### config.mk
export PLATFORM = sky130hd
export DESIGN_NAME = reglk_ctrl
export DESIGN_NICKNAME = d
export VERILOG_FILES = /design/src/rtl/reglk_pkg.sv /design/src/rtl/reglk_unlock_fsm.sv /design/src/rtl/reglk_ctrl.sv
export SDC_FILE = /design/constraint.sdc
export NUM_CORES = 1
export LEC_CHECK = 0
export BUFFER_PORTS_ARGS = -buffer_cell sky130_fd_sc_hd__buf_2
export CAP_MARGIN = 0
export CELL_PAD_IN_SITES_DETAIL_PLACEMENT = 1
export CELL_PAD_IN_SITES_GLOBAL_PLACEMENT = 2
export CORE_MARGIN = 10
export CORE_UTILIZATION = 34
export DETAILED_ROUTE_END_ITERATION = 10
export PLACE_DENSITY = 0.81
export RECOVER_POWER = 50
export REMOVE_ABC_BUFFERS = 1
export SKIP_CTS_REPAIR_TIMING = 1
export SLEW_MARGIN = 25
export SYNTH_ARGS = -nofsm -noshare
export SYNTH_HDL_FRONTEND = slang
export SYNTH_HIERARCHICAL = 1
export SYNTH_SLANG_ARGS = --single-unit
### constraint.sdc
create_clock -name clk_i -period 3 [get_ports clk_i]
set_clock_uncertainty 0.15 [all_clocks]
set_input_delay 0.6 -clock clk_i [delete_from_list [all_inputs] [get_ports clk_i]]
set_output_delay 0.6 -clock clk_i [all_outputs]
set_load 0.03 [all_outputs]
### src/rtl/reglk_pkg.sv
// Shared types and sizing helpers for the register-lock controller.
package reglk_pkg;

    typedef enum logic [1:0] {
        ST_LOCKED   = 2'd0,
        ST_CHECK    = 2'd1,
        ST_UNLOCKED = 2'd2,
        ST_LOCKOUT  = 2'd3
    } reglk_state_e;

    localparam int unsigned DEF_DATA_W         = 32;
    localparam int unsigned DEF_MAX_ATTEMPTS   = 3;
    localparam int unsigned DEF_LOCKOUT_CYCLES = 1024;
    localparam logic [DEF_DATA_W-1:0] DEF_RST_VAL = '1;

    function automatic int unsigned att_cnt_w(input int unsigned max_attempts);
        return $clog2(max_attempts + 1);
    endfunction

    // A single-cycle lockout still needs a one-bit counter.
    function automatic int unsigned lockout_cnt_w(input int unsigned cycles);
        return (cycles > 1) ? $clog2(cycles) : 1;
    endfunction

    localparam int unsigned DEF_ATT_CNT_W = att_cnt_w(DEF_MAX_ATTEMPTS);
    localparam int unsigned DEF_LO_CNT_W  = lockout_cnt_w(DEF_LOCKOUT_CYCLES);

endpackage

### src/rtl/reglk_unlock_fsm.sv
// JTAG key unlock state machine with attempt counting and timed lockout.
module reglk_unlock_fsm
    import reglk_pkg::*;
#(
    parameter int unsigned KEY_W          = 32,
    parameter int unsigned MAX_ATTEMPTS   = DEF_MAX_ATTEMPTS,
    parameter int unsigned LOCKOUT_CYCLES = DEF_LOCKOUT_CYCLES
) (
    input  logic             clk_i,
    input  logic             rst_low,
    input  logic             req,
    input  logic [KEY_W-1:0] key,
    input  logic             relock,
    input  logic [KEY_W-1:0] fuse_key,
    output logic             unlocked,
    output logic             lockout,
    output logic             ack,
    output logic             fail
);

    localparam int unsigned ATT_W = att_cnt_w(MAX_ATTEMPTS);
    localparam int unsigned LO_W  = lockout_cnt_w(LOCKOUT_CYCLES);

    reglk_state_e     state_q, state_d;
    logic [KEY_W-1:0] key_q, key_d;
    logic [ATT_W-1:0] att_q, att_d;
    logic [LO_W-1:0]  lo_q, lo_d;
    logic             ack_d, fail_d;

    always_ff @(posedge clk_i or negedge rst_low) begin
        if (!rst_low) begin
            state_q  <= ST_LOCKED;
            key_q    <= '0;
            att_q    <= '0;
            lo_q     <= '0;
            ack      <= 1'b0;
            fail     <= 1'b0;
            unlocked <= 1'b0;
            lockout  <= 1'b0;
        end else begin
            state_q  <= state_d;
            key_q    <= key_d;
            att_q    <= att_d;
            lo_q     <= lo_d;
            ack      <= ack_d;
            fail     <= fail_d;
            unlocked <= (state_d == ST_UNLOCKED);
            lockout  <= (state_d == ST_LOCKOUT);
        end
    end

    always_comb begin
        state_d = state_q;
        key_d   = key_q;
        att_d   = att_q;
        lo_d    = lo_q;
        ack_d   = 1'b0;
        fail_d  = 1'b0;
        case (state_q)
            ST_LOCKED: begin
                if (req) begin
                    key_d   = key;
                    state_d = ST_CHECK;
                end
            end
            ST_CHECK: begin
                if (key_q == fuse_key) begin
                    state_d = ST_UNLOCKED;
                    ack_d   = 1'b1;
                    att_d   = '0;
                end else begin
                    att_d  = att_q + ATT_W'(1);
                    fail_d = 1'b1;
                    if (att_d == ATT_W'(MAX_ATTEMPTS)) begin
                        state_d = ST_LOCKOUT;
                        lo_d    = LO_W'(LOCKOUT_CYCLES - 1);
                    end else begin
                        state_d = ST_LOCKED;
                    end
                end
            end
            ST_UNLOCKED: begin
                if (relock) state_d = ST_LOCKED;
            end
            ST_LOCKOUT: begin
                if (lo_q == '0) begin
                    state_d = ST_LOCKED;
                    att_d   = '0;
                end else begin
                    lo_d = lo_q - LO_W'(1);
                end
            end
            default: state_d = ST_LOCKED;
        endcase
    end

endmodule

### src/rtl/reglk_ctrl.sv
// Register-lock controller: lock-word array with set-only writes unless unlocked via JTAG key.
module reglk_ctrl
    import reglk_pkg::*;
#(
    parameter int unsigned         NUM_REGS       = 6,
    parameter int unsigned         DATA_W         = DEF_DATA_W,
    parameter int unsigned         KEY_W          = 32,
    parameter int unsigned         MAX_ATTEMPTS   = DEF_MAX_ATTEMPTS,
    parameter int unsigned         LOCKOUT_CYCLES = DEF_LOCKOUT_CYCLES,
    parameter logic [DATA_W-1:0]   RST_VAL        = '1
) (
    input  logic                              clk_i,
    input  logic                              rst_low,
    input  logic                              wr_en_i,
    input  logic [$clog2(NUM_REGS)-1:0]       wr_idx_i,
    input  logic [DATA_W-1:0]                 wr_data_i,
    output logic                              wr_err_o,
    input  logic                              rst_reg_lck_i,
    input  logic                              jtag_req_i,
    input  logic [KEY_W-1:0]                  jtag_key_i,
    input  logic                              jtag_relock_i,
    input  logic [KEY_W-1:0]                  fuse_key_i,
    output logic                              jtag_ack_o,
    output logic                              jtag_fail_o,
    output logic                              unlocked_o,
    output logic                              lockout_o,
    output logic                              viol_o,
    output logic [NUM_REGS-1:0][DATA_W-1:0]   reglk_mem_o
);

    logic [NUM_REGS-1:0][DATA_W-1:0] mem_q, mem_d;
    logic                            err_d, viol_d;

    reglk_unlock_fsm #(
        .KEY_W          (KEY_W),
        .MAX_ATTEMPTS   (MAX_ATTEMPTS),
        .LOCKOUT_CYCLES (LOCKOUT_CYCLES)
    ) u_fsm (
        .clk_i    (clk_i),
        .rst_low  (rst_low),
        .req      (jtag_req_i),
        .key      (jtag_key_i),
        .relock   (jtag_relock_i),
        .fuse_key (fuse_key_i),
        .unlocked (unlocked_o),
        .lockout  (lockout_o),
        .ack      (jtag_ack_o),
        .fail     (jtag_fail_o)
    );

    always_ff @(posedge clk_i or negedge rst_low) begin
        if (!rst_low) begin
            mem_q    <= {NUM_REGS{RST_VAL}};
            wr_err_o <= 1'b0;
            viol_o   <= 1'b0;
        end else begin
            mem_q    <= mem_d;
            wr_err_o <= err_d;
            viol_o   <= viol_d;
        end
    end

    // unlocked_o mirrors the current state, so writes alongside relock still replace.
    always_comb begin
        mem_d  = mem_q;
        err_d  = 1'b0;
        viol_d = viol_o;
        if (rst_reg_lck_i && unlocked_o) begin
            mem_d = '0;
        end else begin
            if (rst_reg_lck_i) viol_d = 1'b1;
            if (wr_en_i) begin
                if (32'(wr_idx_i) >= NUM_REGS) begin
                    err_d = 1'b1;
                end else if (unlocked_o) begin
                    mem_d[wr_idx_i] = wr_data_i;
                end else begin
                    mem_d[wr_idx_i] = mem_q[wr_idx_i] | wr_data_i;
                    if ((mem_q[wr_idx_i] & ~wr_data_i) != '0) begin
                        err_d  = 1'b1;
                        viol_d = 1'b1;
                    end
                end
            end
        end
    end

    assign reglk_mem_o = mem_q;

endmodule

==> metrics.md <==
| Metric | Value |
|---|---|
| Hpwl dp | 36600 um |
| Initial core utilization | 34.6% |
| First-pass GRT wire length | 72600 um |
| Critical Path RT | 3300 ps |
| Syn Area/Cell | 11.1 um^2 |
| Initial antenna violation count | 7 |
| Synth unique cells | 66 |
| Final ANT Viol Nets | 0 |
| CTS tree | done |
| Ports | 303 |
| CP startpoint kind | register |
| Placed cell area | 14200 um^2 |
| Synth area leaders | dfstp_2 (43%), dfrtp_1 (11%), a22o_1 (6.9%) |
| Final setup viols | 0 |
| P_leak | 6.71 nW |
| Final nets | 1501 |
| Gpl congestion | 0.832 |
| GRT Util Overall | 22.7% |
| M1 GR Usage | 27.7% |
| Main synth FF type | dfstp_2 |
| Largest buffer count on any clock path | 3 |
| Number of buffers added on ports | 302 |
| Sequential share of the synthesized area | 54.5% |
| Routing usage on met2 | 37.8% |
| Final Cell Area | 15100 um^2 |
| Post-route worst setup slack | 183 ps |
| Clock slew at reported path FFs | 60 ps |
| Wirelength per Cell | 26.5 um |
| FP Rows | 67 |
| Vias per inst | 5.56 |
| GRT overflow | 0 |
| Synth top area share | 43.3% |
| Tightest Pin Transition | 2090 ps |
| Worst vdd ir | 0.604 mV |
| Max-slew violations | 85 |
| Total Wirelength | 49500 um |
| Clock latency on the worst-skew pair | 560 ps |
| CP endpoint kind | register |
| Max-cap violation count | 1 |
| Starting DRT DRC Count | 691 |
| Failing checks | max-capacitance violations, max-slew violations |
| DIE AREA | 42100 um^2 |
| CTS buffer count | 29 |
| Worst hold margin | 123 ps |
| Tightest Hold Check Type | input port to register |
| Clock Sinks | 244 |
| Setup Crit Path Kind | register to register |
| Unrepaired setup endpoints after global routing | false |
| Fmax | 0.355 GHz |
| CTS Root Buffer Type | clkbuf_16 |
| Outcome | finished with violations |
| Worst EP arrival | 3110 ps |
| Met3 GRT Util | 7.30% |
| Period utilisation layout | 93.9% |
| Post-place setup slack | -289 ps |
| Synth area leader | dfstp_2 |
| Rel. slew slack | -39.3% |
| Drt pass-1 iters | 5 |
| Final hold violations | 0 |
| Busiest grt layer | met2 |
| Via Count | 10400 |
| DRC | 0 |
| Mapped Cells | 1048 |
| Layout area overhead | 29.3% |
| Share of cells above drive strength 1 | 46.8% |
| Core ar. | 33700 um^2 |
| H-tree depth | 1 |
| DIE HEIGHT | 205 um |
| PD cells | 1220 nW/um^2 |
| Die X | 205 um |
| Post-Syn Area | 11600 um^2 |
| Post-synth ARST share | 100% |
| Min Tclk post-route | 2820 ps |
| Yosys reg bits | 244 |
| Synth Warn # | 6 |
| Max Fanout on Critical Path | 28 |
| Post-synth EDFFs | 0 |
| Vias in the first global route | 11300 |
| Largest net degree at the start of global routing | 87 |
==> final timing paths <==
| kind | slack [ps] | to | cells after the start | start |
|---|---|---|---|---|
| setup / recovery | 180 | reglk_mem_o[136] | 4 | u_fsm/unlocked |
| max in group asynchronous | 370 | reglk_mem_o[13] | 3 | rst_low |
| hold / removal | 120 | u_fsm/key_q[30] | 2 | jtag_key_i[30] |
| hold reg to reg | 340 | reglk_mem_o[78] | 2 | reglk_mem_o[78] |
| min in group asynchronous | 1040 | viol_o | 2 | rst_low |
| setup reg to reg | 180 | reglk_mem_o[136] | 4 | u_fsm/unlocked |
==> per-stage QoR <==
step | utilization, % | TNS, ps | cells | total power, mW
finish | 44.7 | 0 | 1865 | 18.4
global route | 44.7 | 0 | 1863 | 19.4
CTS | 44.9 | 0 | 1862 | 18.7
detailed placement | 42.1 | -490 | 1810 | 15.1
global placement | 42.1 | -162 | 1810 | 14.9
floorplan | - | 0 | 979 | 11.8
==> critical path, stage by stage (launching register included) <==
cell	delay, ps
dfrtp_1	390
clkbuf_2	670
clkinv_1	720
a21oi_1	590
o21ai_0	170
==> layout by cell type, fill, tap and decap left out, drive strengths merged, types with 3 or more instances in the layout <==
cell type,synthesis,final
nor4,14,14
clkbuf,42,83
clkinv,2,8
a21o,5,5
nor2,51,51
o21ai,125,125
a31oi,8,8
nand2b,4,4
and3,3,3
o21bai,7,7
xor2,33,33
nand4,4,4
nand2,136,136
a21oi,18,18
nor2b,3,3
or2,5,5
buf,27,344
xnor2,4,4
a222oi,13,13
nor3,12,12
nand3,17,17
o32ai,3,3
a22o,92,92
and2,3,3
dfrtp,52,52
mux4,5,5
inv,12,13
or3,4,4
mux2,53,53
dfstp,192,192
o22a,7,7
mux2i,53,53
o22ai,15,15
==> synthesized netlist by cell type, drive strengths merged (3+ instances only) <==
| library cell | count |
|---|---|
| mux2 | 53 |
| nor3 | 12 |
| nand3 | 17 |
| a22o | 92 |
| a21o | 5 |
| or2 | 5 |
| or3 | 4 |
| xnor2 | 4 |
| nor4 | 14 |
| a222oi | 13 |
| nor2b | 3 |
| mux4 | 5 |
| nand2b | 4 |
| nand4 | 4 |
| xor2 | 33 |
| buf | 27 |
| o21ai | 125 |
| dfstp | 192 |
| o21bai | 7 |
| inv | 12 |
| a31oi | 8 |
| o22ai | 15 |
| clkbuf | 42 |
| nor2 | 51 |
| o32ai | 3 |
| and2 | 3 |
| and3 | 3 |
| dfrtp | 52 |
| mux2i | 53 |
| a21oi | 18 |
| nand2 | 136 |
| o22a | 7 |
==> report_power, final <==
part / internal [mW] / leakage [nW] / switching (mW)
sequential: 5.70 / 2.60 / 1.56
clock: 2.10 / 0.476 / 1.44
combinational: 2.57 / 3.64 / 5.07
==> cells by family (layout without fill, tap and decap cells) <==
kind of cell               Yosys count  in the layout  share of synthesized area [%]
other                                0              2                              0
buffers and inverters               83            450                           3.52
xor gates and xnor gates            37             37                           2.78
and+or+nand+nor                    263            263                           10.1
DFF                                244            244                           54.5
muxes                              111            111                           10.7
AOI/OAI and AO/OA                  308            308                           18.2
adders and majority gates            2              2                          0.215
==> per-layer routing <==
metal	routed length, um	part of all wire [%]
met5	59	0.12
met4	1210	2.5
met1	20100	41
met3	4770	9.6
met2	23300	47
==> cell type report <==
cell class                      count  area (um^2)
Antenna cell                        2         5.00
Clock buffer                       44          883
Clock inverter                      8         68.8
Fill cell                        3812        18600
Inverter                           14         52.6
Multi-Input combinational cell    721         4980
Sequential cell                   244         6350
Tap cell                          448          561
Timing Repair Buffer              384         2170
==> registers in the layout (all words and copies together), names as in the netlist <==
| name | count |
|---|---|
| reglk_mem_o | 192 |
| u_fsm/key_q | 32 |
| u_fsm/lo_q | 10 |
| u_fsm/att_q | 2 |
| u_fsm/state_q | 2 |
| u_fsm/ack | 1 |
| u_fsm/fail | 1 |
| u_fsm/lockout | 1 |
| u_fsm/unlocked | 1 |
| viol_o | 1 |
| wr_err_o | 1 |
No activity file was read; power rests on OpenSTA's default activity.
